**src/rtl/prog_loader.sv**
```systemverilog
// -----------------------------------------------------------------------------
// prog_loader
//
// Fills the instruction memory from a framed byte stream. The core never
// writes this memory itself. It is held in reset-hold until a complete image
// has been written.
//
// Frame layout: SYNC_BYTE, word count (16-bit, big-endian), then the words,
// each sent as four bytes, most significant byte first.
//
// Ports
//   CLK         in   1   system clock; all logic runs on the rising edge
//   RST         in   1   synchronous, active-high reset
//   byte_valid  in   1   byte_data is valid this cycle
//   byte_data   in   8   incoming stream byte
//   byte_ready  out  1   loader can accept a byte this cycle
//   mem_we      out  1   instruction memory write strobe, one cycle per word
//   mem_addr    out  32  word-aligned byte address of the write
//   mem_wdata   out  32  instruction word to write
//   cpu_hold    out  1   1 = core held with PC at BASE_ADDR, 0 = core runs
//   done        out  1   image loaded (sticky until RST)
//   error       out  1   frame rejected because count > MAX_WORDS (sticky)
// -----------------------------------------------------------------------------
module prog_loader #(
  parameter logic [31:0] BASE_ADDR = 32'h0000_0000,
  parameter int          MAX_WORDS = 256,
  parameter logic [7:0]  SYNC_BYTE = 8'hA5
) (
  input  logic        CLK,
  input  logic        RST,
  input  logic        byte_valid,
  input  logic [7:0]  byte_data,
  output logic        byte_ready,
  output logic        mem_we,
  output logic [31:0] mem_addr,
  output logic [31:0] mem_wdata,
  output logic        cpu_hold,
  output logic        done,
  output logic        error
);

  typedef enum logic [2:0] {
    S_IDLE,
    S_LEN_HI,
    S_LEN_LO,
    S_DATA,
    S_WRITE,
    S_DONE,
    S_ERR
  } state_t;

  // One extra bit so that the limit comparison cannot overflow.
  localparam logic [16:0] MAX_W = 17'(MAX_WORDS);

  state_t      state_q, state_d;
  logic [15:0] count_q, count_d;
  logic [15:0] word_idx_q, word_idx_d;
  logic [1:0]  byte_idx_q, byte_idx_d;
  logic [31:0] wdata_q, wdata_d;

  // Full count as it will be once the low length byte is consumed.
  logic [15:0] len_full;
  logic [15:0] word_idx_inc;

  assign len_full     = {count_q[15:8], byte_data};
  assign word_idx_inc = word_idx_q + 16'd1;

  always_ff @(posedge CLK) begin
    if (RST) begin
      state_q    <= S_IDLE;
      count_q    <= '0;
      word_idx_q <= '0;
      byte_idx_q <= '0;
      wdata_q    <= '0;
    end else begin
      state_q    <= state_d;
      count_q    <= count_d;
      word_idx_q <= word_idx_d;
      byte_idx_q <= byte_idx_d;
      wdata_q    <= wdata_d;
    end
  end

  always_comb begin
    state_d    = state_q;
    count_d    = count_q;
    word_idx_d = word_idx_q;
    byte_idx_d = byte_idx_q;
    wdata_d    = wdata_q;
    byte_ready = 1'b0;
    mem_we     = 1'b0;
    cpu_hold   = 1'b1;
    done       = 1'b0;
    error      = 1'b0;

    case (state_q)
      S_IDLE: begin
        byte_ready = 1'b1;
        // Any byte other than the sync marker is dropped.
        if (byte_valid && byte_data == SYNC_BYTE) begin
          state_d = S_LEN_HI;
        end
      end

      S_LEN_HI: begin
        byte_ready = 1'b1;
        if (byte_valid) begin
          count_d = {byte_data, 8'h00};
          state_d = S_LEN_LO;
        end
      end

      S_LEN_LO: begin
        byte_ready = 1'b1;
        if (byte_valid) begin
          count_d = len_full;
          if (len_full == 16'd0) begin
            state_d = S_DONE;
          end else if ({1'b0, len_full} > MAX_W) begin
            state_d = S_ERR;
          end else begin
            state_d    = S_DATA;
            byte_idx_d = 2'd0;
            word_idx_d = 16'd0;
          end
        end
      end

      S_DATA: begin
        byte_ready = 1'b1;
        // While byte_valid is low the partial word is simply held.
        if (byte_valid) begin
          wdata_d    = {wdata_q[23:0], byte_data};
          byte_idx_d = byte_idx_q + 2'd1;
          if (byte_idx_q == 2'd3) begin
            state_d = S_WRITE;
          end
        end
      end

      S_WRITE: begin
        // Single bubble per word; byte_ready stays low here.
        mem_we     = 1'b1;
        word_idx_d = word_idx_inc;
        state_d    = (word_idx_inc == count_q) ? S_DONE : S_DATA;
      end

      S_DONE: begin
        cpu_hold = 1'b0;
        done     = 1'b1;
      end

      S_ERR: begin
        error = 1'b1;
      end

      default: begin
        state_d = S_IDLE;
      end
    endcase
  end

  assign mem_addr  = BASE_ADDR + {14'd0, word_idx_q, 2'b00};
  assign mem_wdata = wdata_q;

endmodule

```
**config.mk**
```make
export PLATFORM = sky130hd
export DESIGN_NAME = prog_loader
export DESIGN_NICKNAME = d
export VERILOG_FILES = /design/src/rtl/prog_loader.sv
export SDC_FILE = /design/constraint.sdc
export NUM_CORES = 1
export LEC_CHECK = 0
export ABC_AREA = 1
export CAP_MARGIN = 40
export CORE_ASPECT_RATIO = 1.4
export CORE_MARGIN = 5
export CORE_UTILIZATION = 25
export CTS_CLUSTER_DIAMETER = 40
export DETAILED_ROUTE_END_ITERATION = 8
export PLACE_DENSITY = 0.51
export SYNTH_ARGS = -nofsm -noshare
export SYNTH_HDL_FRONTEND = slang
export SYNTH_SLANG_ARGS = --single-unit
```
**constraint.sdc**
```tcl
create_clock -name CLK -period 4.2 [get_ports CLK]
set_input_delay 0.63 -clock CLK [delete_from_list [all_inputs] [get_ports CLK]]
set_output_delay 0.63 -clock CLK [all_outputs]
set_load 0.03 [all_outputs]
```
### Yosys cells after proc, flatten, opt, wreduce, memory -nomap -nowiden

Cells that the tools add are included.

* flip-flop bits (word level): 69
* bits of input ports: 11
* logic and storage cells: 67

* $add $sub $neg: 2
* order comparisons: 1
* eq/ne operators: 16
* multiplexer cells: 26
* bitwise logic cells: 2
* reductions and logical operators: 14

Operators with widths (number)
* 2-to-1 mux 16 bit: 4
* one-hot mux 16 bit (2 select lines): 2
* 2-to-1 mux 3 bit: 8
* one-hot mux 3 bit (6 select lines): 1
* adder 16 x 1 -> 16 bit (second input constant): 1
* equality test 16 bit: 1
* > comparator 16 x 9 -> 1 bit (second input constant): 1
* zero test 16 bit: 1
* != test 2 bit (second input constant): 7
* equality test 3 bit (second input constant): 3
* equality test 8 bit (second input constant): 1
* 2-to-1 mux 2 bit: 4
* 2-to-1 mux 8 bit: 1
* equality test 3 x 2 -> 1 bit (second input constant): 2
* AND reduction 3 bit: 2
* AND reduction 6 bit: 1
* nonzero test 2 bit: 3
* 2-to-1 mux 1 bit: 5
* AND reduction 5 bit: 1
* one-hot mux 2 bit (2 select lines): 1
* AND reduction 4 bit: 1
* OR reduction 4 bit: 1
* equality test 3 x 1 -> 1 bit (second input constant): 1
* zero test 3 bit: 1
* other kinds (6): 7

### Depth between registers and ports, before layout

Gate-level depths: netlist of the first run.

* depth after elaboration: 5
* depth in mapped cells: 16

### Least setup slack after synthesis of the first run

OpenSTA, ideal clock, no wires.

* path type: reg-to-output
* start point: register state_q[2]
* end point: output cpu_hold
* data arrival time: 1.794 ns
* data required time: 3.570 ns
* slack: 1.776 ns
* cell stages (with the launch flop): 4
* path through: dfxtp_1 inv_1 nor3_1 inv_1

* longest elaborated chain between the ends: 2

Ends and longest elaborated chain
* start: declaration: RTL line 55 `state_t state_q, state_d;`
* start signal: assignment: RTL line 76 `state_q <= state_d;`
* equality test 3 bit: RTL line 96 `case (state_q)`
* 2-to-1 mux 1 bit: RTL line 96
* end: declaration: RTL line 37 `output logic cpu_hold,`

No other way between the ends.

### Worst setup path after layout of the first run

* start point: register state_q[0]
* end point: output mem_we

* longest elaborated chain between the ends: 2

Ends and longest elaborated chain
* equality test 3 bit: RTL line 96
* 2-to-1 mux 1 bit: RTL line 96
* end: declaration: RTL line 34 `output logic mem_we,`

No other way between the ends.

==> results of run 1 <==
[layer usage]
metal  vias to the layer above  wire length (um)
li1                       1855                 -
met1                      1661              4670
met2                       111              5120
met3                        24               700
met4                         0               331
met5                         -                 0
[registers in the layout, summed over array words and instances (netlist names)]
name / cells
word_idx_q: 16
mem_wdata: 32
state_q: 3
count_q: 16
byte_idx_q: 2
[worst min-delay path by stage]
stage | startpoint | endpoint | slack [ns] | cells after the start
floorplan | byte_idx_q[1] | byte_idx_q[1] | 0.45 | 2
global placement | mem_wdata[25] | mem_wdata[25] | 0.45 | 2
detailed placement | mem_wdata[30] | mem_wdata[30] | 0.45 | 2
CTS | mem_wdata[26] | mem_wdata[26] | 0.47 | 2
global route | mem_wdata[30] | mem_wdata[30] | 0.48 | 2
finish | mem_wdata[30] | mem_wdata[30] | 0.46 | 2
[synthesized netlist by cell type, drive strengths merged]
| master | n | area, sq um |
|---|---|---|
| a211oi | 8 | 60.1 |
| inv | 49 | 184 |
| buf | 18 | 136 |
| nor4 | 1 | 12.5 |
| a21oi | 69 | 353 |
| nand2 | 150 | 588 |
| nand4 | 11 | 68.8 |
| nor3 | 7 | 46.3 |
| conb | 1 | 3.75 |
| o21ai | 5 | 28.8 |
| o22ai | 2 | 12.5 |
| nand3 | 88 | 440 |
| nor2 | 31 | 173 |
| xnor2 | 1 | 8.76 |
| o211ai | 1 | 7.51 |
| ha | 2 | 25.0 |
| clkbuf | 22 | 82.6 |
| xor2 | 1 | 8.76 |
| dfxtp | 69 | 1380 |
| or2 | 2 | 15.0 |
[worst max-delay path, stage by stage (launching register included)]
cell             delay, ns
dfxtp_1               0.37
nor2_1                0.21
inv_1                 0.10
nor2_2                0.08
buf_4                 0.25
clkdlybuf4s50_1       0.72
[metrics by stage]
stage / instances / hold slack (ns) / area (sq um) / setup slack (ns)
floorplan: 553 / 0.448 / 3690 / 1.78
global placement: 770 / 0.454 / 4380 / 1.66
detailed placement: 770 / 0.454 / 4380 / 1.61
CTS: 786 / 0.469 / 4720 / 1.47
global route: 786 / 0.484 / 4720 / 1.38
finish: 786 / 0.463 / 4720 / 1.50
[layout make-up]
cell class,instances,area [sq um]
Clock buffer,9,225
Inverter,49,184
Clock inverter,7,123
Multi-Input combinational cell,395,1910
Tap cell,189,236
Fill cell,1563,9660
Sequential cell,69,1380
Timing Repair Buffer,68,663
[layout by cell type, fill, tap and decap left out, drive strengths merged, types with 2 or more instances in the layout]
cell type,n
a211oi,8
a21oi,69
buf,6
bufinv,3
clkbuf,9
clkdlybuf4s50,62
clkinvlp,2
conb,16
dfxtp,69
ha,2
inv,50
nand2,150
nand3,88
nand4,11
nor2,31
nor3,7
o21ai,5
o22ai,2
or2,2
[power by group]
group          internal, W  switching, W   total, W
logic            0.0000109     0.0000462  0.0000571
clock network     0.000583      0.000304   0.000886
registers         0.000655   0.000000259   0.000655
total              0.00125      0.000350    0.00160
[cell families (layout without fill, tap and decap cells)]
logic type	count (synthesis)	after routing	synth area share, %
buf+inv	89	133	11.1
fa+ha+maj	2	2	0.688
other cells	1	16	0.103
compound gates	85	85	12.7
simple gates	290	290	37.0
xor+xnor	2	2	0.482
flops	69	69	38.0
==> results_dict.tcl, run 1 <==
set metrics [dict create \
    path_class "flip-flop to output pin" \
    cts_resized 0 \
    power_density_nw_per_um2 338 \
    grt_usage_pct 12.5 \
    ff2ff_setup_slack_ns 2.00 \
    n_antenna_cell 0 \
    portBuffers 63 \
    status "finished clean" \
    root_buffer "clkbuf_16" \
    initial_utilization_pct 25.3 \
    crit_start "state_q[0]" \
    start_kind "flip-flop" \
    rr_startpoint "state_q[0]" \
    ys_ff_latch 69 \
    p_leak_nw 1.68 \
    vias_per_cell 4.65 \
    max_freq_mhz 370 \
    use_met3_pct 4.09 \
    drc 0 \
    postCtsSetupBuffers 0 \
    first_global_vias 3501 \
    netlist_area_sq_um 3640 \
    core-area_sq_um 14400 \
    syn_inst 538 \
    endpoint "mem_we" \
    slew_viol_final 0 \
    drv_cap 0 \
    worstMarginPinSlew_ns 0.697 \
    clkTransAtPathRegs_ns 0.05 \
    grt_max_degree 38 \
    grt_use_met1_pct 14.3 \
    areaGrowthSynthToFinish_pct 29.9 \
    antenna_left 0 \
    hpwl_um 7910 \
    worst_r2r_endpoint "mem_wdata[10]" \
    synth_cell_types 33 \
    top_usage_layer "met2" \
    min_period_ns 2.70 \
    syn_area_per_cell_sq_um 6.76 \
    cts_buffers 9 \
    setup_violations 0 \
    clock_path_buffers 2 \
    die_y_um 153 \
    rr_worst_depth 7 \
    rsz0062_at_grt "no" \
    clkLatencyLatePin_ns 0.33 \
    critPathCaptureType "output pin" \
    fin_crit_sh_pct 64.3 \
    synth-seq-area-share_pct 38.0 \
    required_ns 3.57 \
    cts_tree "done" \
    routed_wl_um 10800 \
    synth_warnings 0 \
    grtUsageMet2_pct 20.8 \
    antenna_found_initial 0 \
    nets 605 \
    drive_above_1_share_pct 7.87 \
    power.total_w 0.00160 \
    hold_viol 0 \
    clock_skew_ns 0.00862 \
    hp-class "flip-flop to flip-flop" \
    fin_tns_setup_ns 0 \
    cp.arrival_ns 2.07 \
    dieArea_sq_um 17100 \
    drtIter0Drc 103 \
    cts.hold.buffers_added 0 \
    wl_per_cell_um 13.8 \
    drtPass1Iterations 5 \
    dr_total_vias 3651 \
    grt_pass1_wl_um 17500 \
    ir_worst_vdd_uv 180 \
    gr-total-overflow 0 \
    gp_congestion 0.847 \
    fin_util_pct 32.8 \
    relSlewSlack_pct 53.5 \
    rows 52 \
    crit_fanout 19 \
    h-tree-depth 3 \
    boundaryPins 80 \
    die-width_um 112 \
    clock_sinks 69 \
]
(Power assumes the default switching activity.)
==> run 2, diff against run 1 <==
- clock period: 4.2 -> 2.8 ns (I/O delays scaled with it)
==> run 2 against run 1 <==
Clock skew shrank 0.0018 ns. Critical path depth fell by 2. Power grew 38%. Die area did not move. Clock-buffer cell count unchanged. Sequential cell count stayed put. Global-route usage rose by 0.32 points. Cell count grew 0.13%. Highest routed layer unchanged. Non-clock buffer count increased by 1. Via count fell by 0.44%. Largest power group unchanged. First-iteration DRC count up 53%. Wire length is essentially flat. Critical endpoint is now done.
==> results_dict.tcl, run 2 (synthesis gave the netlist of run 1 again) <==
set metrics [dict create \
    stdcell_area_sq_um 4680 \
    nets 606 \
    drv_cap 0 \
    gp_congestion 0.902 \
    portBuffers 63 \
    wl_per_cell_um 13.8 \
    hp-class "flip-flop to flip-flop" \
    clkTransAtPathRegs_ns 0.06 \
    dieArea_sq_um 17100 \
    drive_above_1_share_pct 8.03 \
    clkLatencyLatePin_ns 0.33 \
    first_global_vias 3533 \
    drc 0 \
    grt_max_degree 36 \
    cts_resized 0 \
    crit_chain "inv_1, nor3_1, clkdlybuf4s50_1" \
    drtIter0Drc 158 \
    antenna_left 0 \
    root_buffer "clkbuf_16" \
    cts.hold.buffers_added 0 \
    areaGrowthSynthToFinish_pct 28.8 \
    largest_register_ffs 32 \
    cts_tree "done" \
    critPathMaxStageDelay_ns 0.74 \
    clock_path_buffers 2 \
    cp.arrival_ns 2.00 \
    crit_path_top_delay_cell "clkdlybuf4s50_1" \
    ir_worst_vdd_uv 309 \
    final_cell_mix "nand2_1, nand3_1, dfxtp_1, a21oi_1, clkdlybuf4s50_1" \
    fin_tns_setup_ns 0 \
    setup_violations 0 \
    path_class "flip-flop to output pin" \
    h-tree-depth 3 \
    drtPass1Iterations 5 \
    core-area_sq_um 14400 \
    antenna_found_initial 0 \
    rows 52 \
    start_kind "flip-flop" \
    relSlewSlack_pct 52.7 \
    rsz0062_at_grt "no" \
    postCtsSetupBuffers 0 \
    grt_pass1_wl_um 17900 \
    n_antenna_cell 0 \
    gr-total-overflow 0 \
    die_y_um 153 \
    routed_wl_um 10800 \
    boundaryPins 80 \
    p_leak_nw 1.66 \
    max_freq_mhz 413 \
    hpwl_um 8070 \
    status "finished clean" \
    mostFrequentLayoutCell "nand2_1" \
    vias_per_cell 4.62 \
    die-width_um 112 \
    min_period_ns 2.42 \
    dr_total_vias 3635 \
    power_density_nw_per_um2 471 \
    grt_usage_pct 12.8 \
    clock_sinks 69 \
    cts_buffers 9 \
    hold_viol 0 \
    critPathCaptureType "output pin" \
    slew_viol_final 0 \
    required_ns 2.38 \
    initial_utilization_pct 25.3 \
    dpl_cell_area_sq_um 4380 \
    clock_skew_ns 0.00683 \
    fin_crit_sh_pct 86.4 \
    worstMarginPinSlew_ns 0.707 \
    crit_fanout 5 \
]
## run 2: cell types whose count changed in the layout (fill, tap and decap cells not counted), sizes merged
cell,delta
bufinv,-2
inv,-1
clkinvlp,+3
buf,+1
## run 2: area by class of cell
type	count	area [sq um]
inverter	49	184
timing repair buffer	69	671
clock inverter	7	76.3
fill	1546	9690
tap	189	236
multi-input combinational	395	1910
clock buffer	9	225
sequential	69	1380
## run 2: critical path, delay by kind of cell (launching register included)
family | cells | cell delay (ns)
buf+inv | 2 | 0.90
simple gates | 1 | 0.31
flops | 1 | 0.45
## run 2: path summary, 6_finish.rpt
check / end / cells past startpoint / slack (ns) / startpoint
hold reg to reg: mem_wdata[25] / 2 / 0.46 / mem_wdata[25]
setup reg to reg: state_q[1] / 14 / 0.67 / word_idx_q[1]
hold / removal: mem_wdata[25] / 2 / 0.46 / mem_wdata[25]
setup / recovery: done / 3 / 0.38 / state_q[2]
## run 2: power by group
part	switching (W)	internal, W
Clock	0.000448	0.000690
Combinational	0.0000690	0.0000172
Sequential	0.000000394	0.000982
Total	0.000518	0.00169
## run 2: routing by layer
metal | track usage (%) | part of all wire [%] | up-vias | wire length, um
met5 | 0 | 0 | - | 0
met4 | 6.38 | 2.9 | 0 | 316
met1 | 14.4 | 42 | 1635 | 4500
met3 | 3.62 | 6.9 | 19 | 749
li1 | - | - | 1861 | -
met2 | 22.0 | 49 | 120 | 5260
## run 2: metrics by stage
stage               setup WS, ns  util [%]  cells  hold slack (ns)  total power, W
floorplan                  0.586         -    553            0.448         0.00108
global placement           0.521      30.5    771            0.451         0.00109
detailed placement         0.475      30.5    771            0.458         0.00109
CTS                        0.317      32.6    787            0.469         0.00224
global route               0.275      32.6    787            0.496         0.00229
finish                     0.381      32.6    787            0.464         0.00221
